<file path="config.mk">
export PLATFORM = sky130hd
export DESIGN_NAME = outbox_uart_tx
export DESIGN_NICKNAME = d
export VERILOG_FILES = /design/src/rtl/outbox_uart_tx.sv
export SDC_FILE = /design/constraint.sdc
export NUM_CORES = 1
export LEC_CHECK = 0
export CORE_MARGIN = 2
export CORE_UTILIZATION = 60
export DETAILED_ROUTE_END_ITERATION = 6
export DONT_BUFFER_PORTS = 1
export GPL_TIMING_DRIVEN = 0
export PLACE_DENSITY = 0.75
export SYNTH_ARGS = -nofsm -noshare
export SYNTH_HDL_FRONTEND = slang
export SYNTH_SLANG_ARGS = --single-unit
</file>
<file path="constraint.sdc">
create_clock -name clk -period 2.2 [get_ports clk]
set_clock_uncertainty 0.05 [all_clocks]
set_input_delay 0.22 -clock clk [delete_from_list [all_inputs] [get_ports clk]]
set_output_delay 0.22 -clock clk [all_outputs]
set_load 0.01 [all_outputs]
</file>
<file path="src/rtl/outbox_uart_tx.sv">
// OUTBOX drain: pops one FIFO word at a time and sends it on an 8N1 UART line.
// Optional HEX_ASCII_EN sends each byte as two hex digits plus CR LF.
module outbox_uart_tx #(
    parameter int CLK_HZ = 12000000,
    parameter int BAUD   = 115200
) (
    input  logic       clk,
    input  logic       i_rst,
    input  logic       out_empty,
    input  logic [7:0] out_data,
    output logic       out_rd,
    output logic       tx,
    output logic       busy
);

    localparam int DIV = CLK_HZ / BAUD;
    localparam int BW  = (DIV > 1) ? $clog2(DIV) : 1;
    localparam logic [BW-1:0] RELOAD = BW'(DIV - 1);

    typedef enum logic [2:0] {
        S_IDLE,
        S_POP,
        S_START,
        S_DATA,
        S_STOP
    } state_t;

    state_t        state_q, state_d;
    logic [BW-1:0] baud_q, baud_d;
    logic [2:0]    bit_q, bit_d;
    logic [7:0]    sh_q, sh_d;
    logic          tx_q, tx_d;
    logic          busy_q, busy_d;

`ifdef HEX_ASCII_EN
    logic [1:0] chr_q, chr_d;
    logic [7:0] data_q, data_d;

    function automatic logic [7:0] hex_char(input logic [3:0] n);
        logic [7:0] r;
        if (n < 4'd10) r = 8'h30 + {4'h0, n};
        else           r = 8'h37 + {4'h0, n};
        return r;
    endfunction

    function automatic logic [7:0] char_sel(input logic [7:0] b,
                                            input logic [1:0] idx);
        logic [7:0] r;
        unique case (idx)
            2'd0: r = hex_char(b[7:4]);
            2'd1: r = hex_char(b[3:0]);
            2'd2: r = 8'h0D;
            2'd3: r = 8'h0A;
        endcase
        return r;
    endfunction
`endif

    always_comb begin
        state_d = state_q;
        baud_d  = baud_q;
        bit_d   = bit_q;
        sh_d    = sh_q;
        out_rd  = 1'b0;
`ifdef HEX_ASCII_EN
        chr_d   = chr_q;
        data_d  = data_q;
`endif
        unique case (state_q)
            S_IDLE: begin
                if (!out_empty) state_d = S_POP;
            end
            S_POP: begin
                // FWFT: head word is already valid, capture it on the pop edge
                if (!out_empty) begin
                    out_rd  = 1'b1;
                    state_d = S_START;
                    baud_d  = RELOAD;
                    bit_d   = 3'd0;
`ifdef HEX_ASCII_EN
                    data_d  = out_data;
                    chr_d   = 2'd0;
                    sh_d    = char_sel(out_data, 2'd0);
`else
                    sh_d    = out_data;
`endif
                end else begin
                    state_d = S_IDLE;
                end
            end
            S_START: begin
                if (baud_q == '0) begin
                    state_d = S_DATA;
                    baud_d  = RELOAD;
                    bit_d   = 3'd0;
                end else begin
                    baud_d = baud_q - BW'(1);
                end
            end
            S_DATA: begin
                if (baud_q == '0) begin
                    baud_d = RELOAD;
                    sh_d   = {1'b0, sh_q[7:1]};
                    if (bit_q == 3'd7) state_d = S_STOP;
                    else               bit_d   = bit_q + 3'd1;
                end else begin
                    baud_d = baud_q - BW'(1);
                end
            end
            S_STOP: begin
                if (baud_q == '0) begin
`ifdef HEX_ASCII_EN
                    if (chr_q != 2'd3) begin
                        chr_d   = chr_q + 2'd1;
                        sh_d    = char_sel(data_q, chr_q + 2'd1);
                        state_d = S_START;
                        baud_d  = RELOAD;
                    end else if (!out_empty) begin
                        state_d = S_POP;
                    end else begin
                        state_d = S_IDLE;
                    end
`else
                    if (!out_empty) state_d = S_POP;
                    else            state_d = S_IDLE;
`endif
                end else begin
                    baud_d = baud_q - BW'(1);
                end
            end
            default: state_d = S_IDLE;
        endcase

        // line level follows the next state so tx is a clean flop output
        tx_d = 1'b1;
        if (state_d == S_START)     tx_d = 1'b0;
        else if (state_d == S_DATA) tx_d = sh_d[0];
        busy_d = (state_d != S_IDLE);
    end

    always_ff @(posedge clk or negedge i_rst) begin
        if (!i_rst) begin
            state_q <= S_IDLE;
            baud_q  <= '0;
            bit_q   <= 3'd0;
            sh_q    <= 8'h00;
            tx_q    <= 1'b1;
            busy_q  <= 1'b0;
        end else begin
            state_q <= state_d;
            baud_q  <= baud_d;
            bit_q   <= bit_d;
            sh_q    <= sh_d;
            tx_q    <= tx_d;
            busy_q  <= busy_d;
        end
    end

`ifdef HEX_ASCII_EN
    always_ff @(posedge clk or negedge i_rst) begin
        if (!i_rst) begin
            chr_q  <= 2'd0;
            data_q <= 8'h00;
        end else begin
            chr_q  <= chr_d;
            data_q <= data_d;
        end
    end
`endif

    assign tx   = tx_q;
    assign busy = busy_q;

endmodule

</file>
==> results.tsv <==
metric	value	unit
areaGrowthSynthToFinish	17.6	%
drv_cap	0	
syn_avg_cell_area	9.84	µm²
rsz0062_at_grt	yes	
root_buffer	clkbuf_4	
worstPathMaxFanout	7	
vias_per_cell	5.60	
r2r_end	baud_q[5]	
place_ws	0.0538	ns
num_io_pins	14	
hold_path_depth	2	
drv_slew	0	
cts_inserted_buffers	3	
power_density	468	nW/µm²
final_nets	147	
core_region_area	1760	µm²
r2r_cells	7	
final_core_util	76.7	%
fmaxAchievable	0.466	GHz
cp-start-kind	flop	
setup_violations	0	
cts_buffer_depth	2	
drt_wl_total	2170	µm
synth.yosys.seq_area_share	50.1	%
grt_util_all_layers	21.4	%
grt_overflow	0	
min_path_type	in -> reg	
clk_pin_slew	0.13	ns
placed_cells	142	
place.gp.congestion	0.856	
p_total	633	µW
tns	0	ns
ys.warnings.count	0	
outcome	finished, final reports clean	
crit_path_cell_trace	inv_1, ha_4, or4b_4, o31a_4, o211ai_1, xor2_1, nand2_1	
dpl.hpwl	1470	µm
timing.slew.headroom	30.1	%
holdPathEnd	sh_q[4]	
antenna_found_initial	0	
std_cell_rows	15	
synthDistinctLibCells	37	
wl_per_cell	13.8	µm
cts_tree	built	
vias	879	
drive_gt1_share	18.9	%
final_cells	157	
grt_pass1_vias	776	
ys_ff_latch	23	
clk_latency	0.30	ns
n_antenna_cell	0	
critPathRequiredTime	2.33	ns
cp-end-kind	flop	
first_iter_violations	11	
portBuffers	0	
min_period	2.15	ns
hold_viol	0	
worstHoldStart	out_data[4]	
die_area	2280	µm²
syn_nets	131	
critical_path_class	reg -> reg	
drtPass1Iterations	4	
grt_pass1_wl	3390	µm
htree_levels	1	
rrSetupSlack	0.05	ns
synthCells	117	
drc	0	
p_leak	0.000636	µW
die_y	47.8	µm
worst_pin_slew	1.05	ns
grt_start_max_net_pins	24	
cp.arrival	2.27	ns
die_w	47.8	µm
drtAntennaViolNets	0	
synth_area	1150	µm²
cp_slowest_cell	or4b_4	
worst_slack	0.0540	ns
ir_drop	0.416	mV
clock_sink_count	23	
cp_slowest_stage_delay	0.50	ns
initial_utilization	65.2	%
reg2reg_from	baud_q[1]	
period_share	97.5	%
num-fill-cells	128	
-- metrics by stage --
| step | cell area [µm²] | hold WS (ns) |
|---|---|---|
| CTS | 1240 | 0.000849 |
| global placement | 1180 | -0.125 |
| floorplan | 1150 | -0.126 |
| detailed placement | 1180 | -0.125 |
| global route | 1350 | 0.00314 |
| finish | 1350 | 0.00191 |
-- area by class of cell --
type                    instances  area, µm²  area share, %
flip-flops and latches         23        577           42.6
multi-input cells              84        567           41.9
repair buffers                 11        110           8.13
well taps                      25       31.3           2.31
inverters                       7       26.3           1.94
clock buffers                   3       22.5           1.66
plain buffers                   3       15.0           1.11
clock inverters                 1       5.00          0.370
-- repair_timing --
item	4_1_cts	5_1_grt
endpoints found under the hold margin	25	3
hold buffers	3	3
gates resized for setup	0	9
setup endpoints to repair	0	10
buffers inserted	0	5
-- critical path, delay by kind of cell, from the launching register on --
kind	cells	cell delay, ns
and+or+nand+nor	2	0.56
DFF	1	0.40
AOI/OAI and AO/OA	2	0.60
adders and majority gates	1	0.14
buffers and inverters	1	0.10
xor gates and xnor gates	1	0.17
-- kinds of logic after synthesis --
family	count (synthesis)	synth area share [%]
buf+inv	10	3.48
flops	23	50.1
simple gates	49	22.8
xor+xnor	4	3.04
fa+ha+maj	3	3.26
compound gates	28	17.3
-- sequential cells by signal, indices dropped and copies added (netlist names) --
name,count
baud_q,7
sh_q,8
busy,1
tx,1
state_q,3
bit_q,3
-- layout by cell type, fill, tap and decap left out, types with 2 or more instances in the layout --
cell,count
nand3b_1,2
nor2_1,4
xnor2_1,3
o21ai_1,8
a22oi_1,6
dfrtp_1,22
clkbuf_4,3
nand2_1,24
and2_1,3
dlygate4sd3_1,6
nor3b_1,2
buf_2,2
inv_1,6
a21oi_1,2
nor3_1,3
buf_4,4
o31ai_1,2
nand2b_1,2
ha_1,2
-- where the power goes --
part | leakage [µW] | internal [µW] | switching, µW
registers | 0.000271 | 423 | 0
logic | 0.000347 | 7.70 | 9.78
clock network | 0.0000177 | 67.7 | 125
-- per-layer routing --
layer | track usage, % | vias to the layer above | routed length (µm)
li1 | - | 439 | -
met1 | 30.3 | 419 | 1010
met2 | 34.4 | 19 | 1100
met3 | 2.64 | 2 | 51
met4 | 6.49 | 0 | 14
met5 | 0 | - | 0
-- worst max path at each step --
stage | from | end | slack [ns]
final | baud_q[1] | baud_q[5] | 0.05
after global routing | baud_q[1] | baud_q[4] | -0.03
after CTS | baud_q[0] | baud_q[5] | 0.02
after detailed placement | baud_q[0] | baud_q[5] | 0.05
after global placement | baud_q[0] | tx | 0.07
after floorplan | baud_q[0] | baud_q[5] | 0.19
-- synth_stat cells, drive strengths merged --
library cell,n,share of area (%)
a21oi,3,1.6
o21ai,9,3.9
a31oi,1,0.54
xor2,1,0.76
o31ai,2,1.3
dfrtp,22,48
a221oi,1,0.76
o211ai,1,0.65
nor2,6,2.2
buf,2,0.87
and2,3,1.6
nor4,1,1.8
inv,7,2.3
and3,1,0.54
dfstp,1,2.3
clkbuf,1,0.33
nand3,1,0.43
nand3b,2,1.3
a22oi,6,3.9
nand2,24,7.8
ha,3,3.3
nor3,4,2.2
nand2b,2,1.1
nor2b,1,0.54
a21bo,1,0.87
or3b,1,0.76
a21o,1,0.65
or4b,1,1.2
o31a,2,2.3
nor3b,2,1.3
xnor2,3,2.3
a31o,1,0.76
No activity file was read; power rests on OpenSTA's default activity.
